**config.mk**
```make
export PLATFORM = sky130hd
export DESIGN_NAME = prio_int_ctrl
export DESIGN_NICKNAME = d
export VERILOG_FILES = /design/src/rtl/prio_int_ctrl.sv
export SDC_FILE = /design/constraint.sdc
export NUM_CORES = 1
export LEC_CHECK = 0
export ABC_AREA = 1
export CORE_MARGIN = 2
export CORE_UTILIZATION = 52
export DETAILED_ROUTE_END_ITERATION = 7
export PLACE_DENSITY = 0.87
export RECOVER_POWER = 50
export SLEW_MARGIN = 20
export SYNTH_ARGS = -nofsm -noshare
export SYNTH_HDL_FRONTEND = slang
export SYNTH_SLANG_ARGS = --single-unit
```
**constraint.sdc**
```tcl
create_clock -name CLK -period 5.4 [get_ports CLK]
set_input_delay 1.08 -clock CLK [delete_from_list [all_inputs] [get_ports CLK]]
set_output_delay 1.08 -clock CLK [all_outputs]
set_load 0.005 [all_outputs]
```
**src/rtl/prio_int_ctrl.sv**
```systemverilog
// -----------------------------------------------------------------------------
// prio_int_ctrl
// Nesting priority interrupt controller. Rising edges on irq set pending bits.
// The highest-level, enabled, pending source whose level is above the level
// currently in service raises intr. An acknowledge pushes the current level
// onto a small stack. A return pops it again.
//
// Ports
//   CLK         in   clock, all state changes on the rising edge
//   Reset       in   synchronous active-high reset
//   irq         in   [N_IRQ]   rising-edge request lines
//   intWrite    in   config register write strobe
//   intAddr     in   [2]       register select (0 MASK, 1 PEND, 2 LVL, 3 STATUS)
//   intDataIn   in   [W]       config write data
//   intAck      in   CPU acknowledge pulse
//   intRet      in   CPU return-from-interrupt pulse
//   intr        out  registered interrupt request
//   intVec      out  [VW]      index of the last acknowledged source
//   intDataOut  out  [W]       registered read data for intAddr
// -----------------------------------------------------------------------------
module prio_int_ctrl #(
   parameter int N_IRQ = 4,
   parameter int LVL_W = 2,
   parameter int W     = 16,
   localparam int VW   = (N_IRQ > 1) ? $clog2(N_IRQ) : 1
) (
   input  logic             CLK,
   input  logic             Reset,
   input  logic [N_IRQ-1:0] irq,
   input  logic             intWrite,
   input  logic [1:0]       intAddr,
   input  logic [W-1:0]     intDataIn,
   input  logic             intAck,
   input  logic             intRet,
   output logic             intr,
   output logic [VW-1:0]    intVec,
   output logic [W-1:0]     intDataOut
);

   localparam int LW  = N_IRQ * LVL_W;
   // Stack sized to the full index range of the depth counter. Depth never
   // exceeds 2^LVL_W-1 because pushed levels strictly increase.
   localparam int STK = 2 ** LVL_W;

   typedef enum logic [0:0] {IDLE = 1'b0, NEST = 1'b1} state_t;

   state_t             state_q, state_d;
   logic [N_IRQ-1:0]   mask_q, mask_d;
   logic [N_IRQ-1:0]   pend_q, pend_d;
   logic [LW-1:0]      lvl_q, lvl_d;
   logic [LVL_W-1:0]   cur_q, cur_d;
   logic [LVL_W-1:0]   depth_q, depth_d;
   logic               err_q, err_d;
   logic [N_IRQ-1:0]   irq_prev_q;
   logic               intr_q, intr_d;
   logic [VW-1:0]      vec_q, vec_d;
   logic [W-1:0]       dout_q, dout_d;
   logic [LVL_W-1:0]   stack_q [STK];

   logic               any_cand_s;
   logic [VW-1:0]      win_idx_s;
   logic [LVL_W-1:0]   win_lvl_s;
   logic               ack_s;
   logic               pop_s;
   logic [N_IRQ-1:0]   pend_clr_s;
   logic [W-1:0]       rdata_s;
   logic               unused_data_s;

   // Only the low bits of the write data reach a register.
   assign unused_data_s = ^intDataIn;

   // Winner search: strictly greater level replaces the current pick, so ties
   // keep the lowest index.
   always_comb begin
      any_cand_s = 1'b0;
      win_idx_s  = '0;
      win_lvl_s  = '0;
      for (int i = 0; i < N_IRQ; i++) begin
         logic [LVL_W-1:0] l;
         logic             cand;
         logic             take;
         l          = lvl_q[i*LVL_W +: LVL_W];
         cand       = pend_q[i] & mask_q[i] & (l > cur_q);
         take       = cand & (~any_cand_s | (l > win_lvl_s));
         any_cand_s = any_cand_s | take;
         win_idx_s  = take ? VW'(i) : win_idx_s;
         win_lvl_s  = take ? l : win_lvl_s;
      end
   end

   // A return takes precedence over an acknowledge. An ack with no surviving
   // candidate (e.g. pending bit cleared in between) is dropped.
   assign ack_s = intAck & intr_q & ~intRet & any_cand_s;
   assign pop_s = intRet & (state_q == NEST);

   // Register read mux; unused upper bits stay zero.
   always_comb begin
      rdata_s = '0;
      case (intAddr)
         2'd0: rdata_s[N_IRQ-1:0] = mask_q;
         2'd1: rdata_s[N_IRQ-1:0] = pend_q;
         2'd2: rdata_s[LW-1:0]    = lvl_q;
         2'd3: begin
            rdata_s[W-1]               = err_q;
            rdata_s[2*LVL_W-1:LVL_W]   = depth_q;
            rdata_s[LVL_W-1:0]         = cur_q;
         end
         default: rdata_s = '0;
      endcase
   end

   // Next-state for configuration, pending bits, nesting and outputs.
   always_comb begin
      mask_d     = mask_q;
      lvl_d      = lvl_q;
      pend_clr_s = '0;
      case ({intWrite, intAddr})
         3'b100:  mask_d     = intDataIn[N_IRQ-1:0];
         3'b101:  pend_clr_s = intDataIn[N_IRQ-1:0];
         3'b110:  lvl_d      = intDataIn[LW-1:0];
         default: pend_clr_s = '0;
      endcase
      pend_clr_s = pend_clr_s | (ack_s ? (N_IRQ'(1) << win_idx_s) : N_IRQ'(0));
      // New edges are ORed in last so a set beats a same-cycle clear.
      pend_d = (pend_q & ~pend_clr_s) | (irq & ~irq_prev_q);

      cur_d   = cur_q;
      depth_d = depth_q;
      err_d   = err_q;
      vec_d   = vec_q;
      if (pop_s) begin
         cur_d   = stack_q[depth_q - LVL_W'(1)];
         depth_d = depth_q - LVL_W'(1);
      end else if (intRet) begin
         err_d = 1'b1;
      end else if (ack_s) begin
         cur_d   = win_lvl_s;
         depth_d = depth_q + LVL_W'(1);
         vec_d   = win_idx_s;
      end else begin
         cur_d = cur_q;
      end

      // The acked winner becomes curLvl, so nothing else can qualify next cycle.
      intr_d = any_cand_s & ~ack_s;
      dout_d = rdata_s;
   end

   // Nesting FSM next state.
   always_comb begin
      state_d = state_q;
      case (state_q)
         IDLE:    state_d = ack_s ? NEST : IDLE;
         NEST:    state_d = (pop_s && (depth_q == LVL_W'(1))) ? IDLE : NEST;
         default: state_d = IDLE;
      endcase
   end

   // State registers. During reset the irq history follows the pins so a line
   // held high through reset does not look like a fresh edge afterwards.
   always_ff @(posedge CLK) begin
      if (Reset) begin
         state_q    <= IDLE;
         mask_q     <= '0;
         pend_q     <= '0;
         lvl_q      <= '0;
         cur_q      <= '0;
         depth_q    <= '0;
         err_q      <= 1'b0;
         irq_prev_q <= irq;
         intr_q     <= 1'b0;
         vec_q      <= '0;
         dout_q     <= '0;
      end else begin
         state_q    <= state_d;
         mask_q     <= mask_d;
         pend_q     <= pend_d;
         lvl_q      <= lvl_d;
         cur_q      <= cur_d;
         depth_q    <= depth_d;
         err_q      <= err_d;
         irq_prev_q <= irq;
         intr_q     <= intr_d;
         vec_q      <= vec_d;
         dout_q     <= dout_d;
      end
   end

   // Level stack: push the interrupted level on an accepted ack.
   always_ff @(posedge CLK) begin
      if (Reset) begin
         for (int i = 0; i < STK; i++) begin
            stack_q[i] <= '0;
         end
      end else if (ack_s) begin
         stack_q[depth_q] <= cur_q;
      end
   end

   assign intr       = intr_q;
   assign intVec     = vec_q;
   assign intDataOut = dout_q;

endmodule
```
==> summary.txt <==
Pwr
  – Sw Pwr: 0.158 mW
  – Switching portion of total power: 24.9%
  – Comb power frac: 9.6%
  – Power density over the cells: 228 nW/um^2
  – Part of the power in the clock network: 32.6%
  – Flop pwr share: 57.8%
  – VDD IR max: 0.132 mV
  – Lkg Pwr: 1.29 nW
  – Power Internal: 0.477 mW
  – Total power: 0.635 mW

Final layout
  – Area delta synth->final: 16.0%
  – # diodes: 0
  – Nets: 397
  – Register area: 1000 sq um
  – Multi-input gate area: 1150 sq um
  – Commonest non-fill, non-tap cell in the layout: nand2_1
  – Final Cell Area: 2790 sq um
  – Filler cell count: 391
  – Post-Layout Cell Count: 408
  – Util after Layout: 63.2%
  – Most frequent cells in the layout: 76 x nand2_1, 47 x inv_1, 38 x nor2_1, 38 x dfxtp_1, 23 x a21oi_1
  – Proportion of layout cells with a drive suffix above 1: 5.90%

GRT
  – First-pass GRT wire length: 8930 microns
  – Maximum number of pins on one net before global-route repair: 23
  – GRT Util Overall: 22.0%
  – Number of global-route vias before repair: 1,990
  – Initial antenna violation count: 0
  – Gr ovfl total: 0

STA
  – Final setup viols: 0
  – RSZ-0062 raised after global routing: no
  – Clock skew: 0.00911 ns
  – Minimum clock period after layout: 4.70 ns
  – Worst-margin pin slew: 0.710 ns
  – Setup ws final: 0.701 ns
  – Fin Hold WS: 0.448 ns
  – Setup_tns: 0 ns
  – Final Hold Fails: 0
  – Fin. max-slew vios: 0
  – Tcrit/Tclk final: 87.0%
  – Fmax: 213 MHz
  – Max-slew headroom: 52.6%

Detailed routing
  – Vias post-DR: 2,225
  – TritonRoute pass-1 iters: 5
  – Wirelength, routed: 5390 microns
  – ANT nets after route: 0
  – Initial DRC count: 227
  – DRC: 0
  – Post-DR wirelength/cell: 13.2 microns
  – Vias per Instance: 5.45

Die
  – Die Ht: 72.0 microns
  – Num rows: 24
  – Die X-Extent: 72.0 microns
  – Starting Density: 54.5%
  – Core Area: 4410 sq um
  – Die ar.: 5180 sq um
  – I/O pins: 46

Logic synthesis
  – Mapped Area: 2400 sq um
  – Seq/Total Area, Yosys: 41.6%
  – Top cells by area, synth: dfxtp_1 32%, nand2_1 12%, edfxtp_1 10%
  – Mapped Avg Cell Area: 7.40 sq um
  – Syn Inst Count: 325
  – Synth warnings: 0
  – Synth Register Bits: 46
  – Top-area cell type share of the netlist area: 31.7%
  – Dominant cell type by area after synthesis: dfxtp_1
  – Synth cell types: 28

Critical path
  – Family with the most delay on the worst path: simple AND/OR/NAND/NOR gates
  – Max incr delay on CP: 0.33 ns
  – Crit Path Class: flop to flop
  – CP most frequent cell: nand2_1
  – Slowest CP cell: dfxtp_1
  – Worst EP required: 5.57 ns
  – CP endpoint kind: flop
  – CP Max Fanout: 8
  – Crit path DAT: 4.86 ns
  – CP Launch Type: flop
  – Worst path bufs/invs: 6

Clocking
  – Hold_buf cts: 0
  – Htree depth: 2
  – Longest Clk Path Bufs: 2
  – Clock buffer count from CTS: 5
  – Worst skew pair latency: 0.31 ns
  – Post-CTS Setup Bufs: 0
  – TritonCTS clock tree: done
  – Total clock sinks: 46
  – CTS resizes: 0
  – CTS root buf: clkbuf_8
  – CTS clock-pin slew for the worst setup and hold paths: 0.09 ns

Job
  – Max-cap violations: 0

Place
  – GPL Wtd Cong: 0.971
  – Place WS: 0.745 ns
  – Inst Count DP: 400
  – Post-DP Area: 2720 sq um
  – Dpl hpwl: 4060 microns
  – Port buffer count: 30

Hold path
  – Min-Delay Path Class: flop to flop

Outcome
  – Outcome: completed
logic make-up (layout without fill, tap and decap cells):
| group | after synthesis | count (layout) | share of synthesized area (%) |
|---|---|---|---|
| AO/OA/AOI/OAI | 52 | 52 | 12.3 |
| adder cells (fa/ha/maj) | 15 | 15 | 7.81 |
| flip-flops | 46 | 46 | 41.6 |
| AND/OR/NAND/NOR | 149 | 149 | 27.2 |
| other | 1 | 7 | 0.156 |
| buffers and inverters | 62 | 87 | 10.9 |
power by group through the flow:
stage | Combinational [mW] | Clock [mW] | Sequential, mW
after floorplan | 0.0387 | 0 | 0.373
after global placement | 0.0595 | 0 | 0.374
after detailed placement | 0.0622 | 0 | 0.375
after CTS | 0.0626 | 0.209 | 0.367
after global routing | 0.0691 | 0.224 | 0.368
final | 0.0612 | 0.207 | 0.367
routing by layer:
layer / track usage [%] / wire length (microns)
met5: 0 / 0
met4: 7.76 / 96
met3: 4.31 / 360
met2: 37.4 / 2570
met1: 27.9 / 2360
state kept, by name, indices dropped and copies added, names as in the netlist, 2 cells and up:
name,count
mask_q,4
pend_q,4
cur_q,2
lvl_q,8
stack_q,8
intDataOut,9
intVec,2
irq_prev_q,4
depth_q,2
cells in the mapped netlist:
master and number:
nand3_1 19, inv_2 1, inv_4 1, nand4_2 1
nand2_2 6, o31ai_1 1, nor2_2 2, a21oi_1 23
nand2_4 2, dfxtp_1 38, ha_1 15, nand2_1 75
buf_4 7, conb_1 1, nand4_1 3, o211ai_2 1
edfxtp_1 8, a41oi_1 3, nor3_1 1, o21ai_0 19
nor2_1 37, o21bai_1 4, buf_2 1, nor2_4 2
a221oi_1 1, and2_1 1, clkbuf_1 5, inv_1 47
path summary, 6_finish.rpt:
check | from | end | slack, ns | cells past startpoint
worst min-delay path | err_q | intDataOut[15] | 0.45 | 2
worst max-delay path | cur_q[1] | pend_q[0] | 0.70 | 34
worst max register to register | cur_q[1] | pend_q[0] | 0.70 | 34
worst min register to register | err_q | intDataOut[15] | 0.45 | 2
layout make-up:
type / count / area share, %
clock buffer: 6 / 2.60
clock inverter: 2 / 0.359
inverter: 49 / 6.69
multi-input combinational: 223 / 41.3
sequential: 46 / 35.9
tap: 52 / 2.33
timing repair buffer: 30 / 10.8
worst min-delay path, delay by kind of cell (launching register included):
family / cells / cell delay [ns]
buf+inv: 1 / 0.06
simple gates: 1 / 0.05
flops: 1 / 0.30
Note: power is estimated with default switching activity, not from simulation.
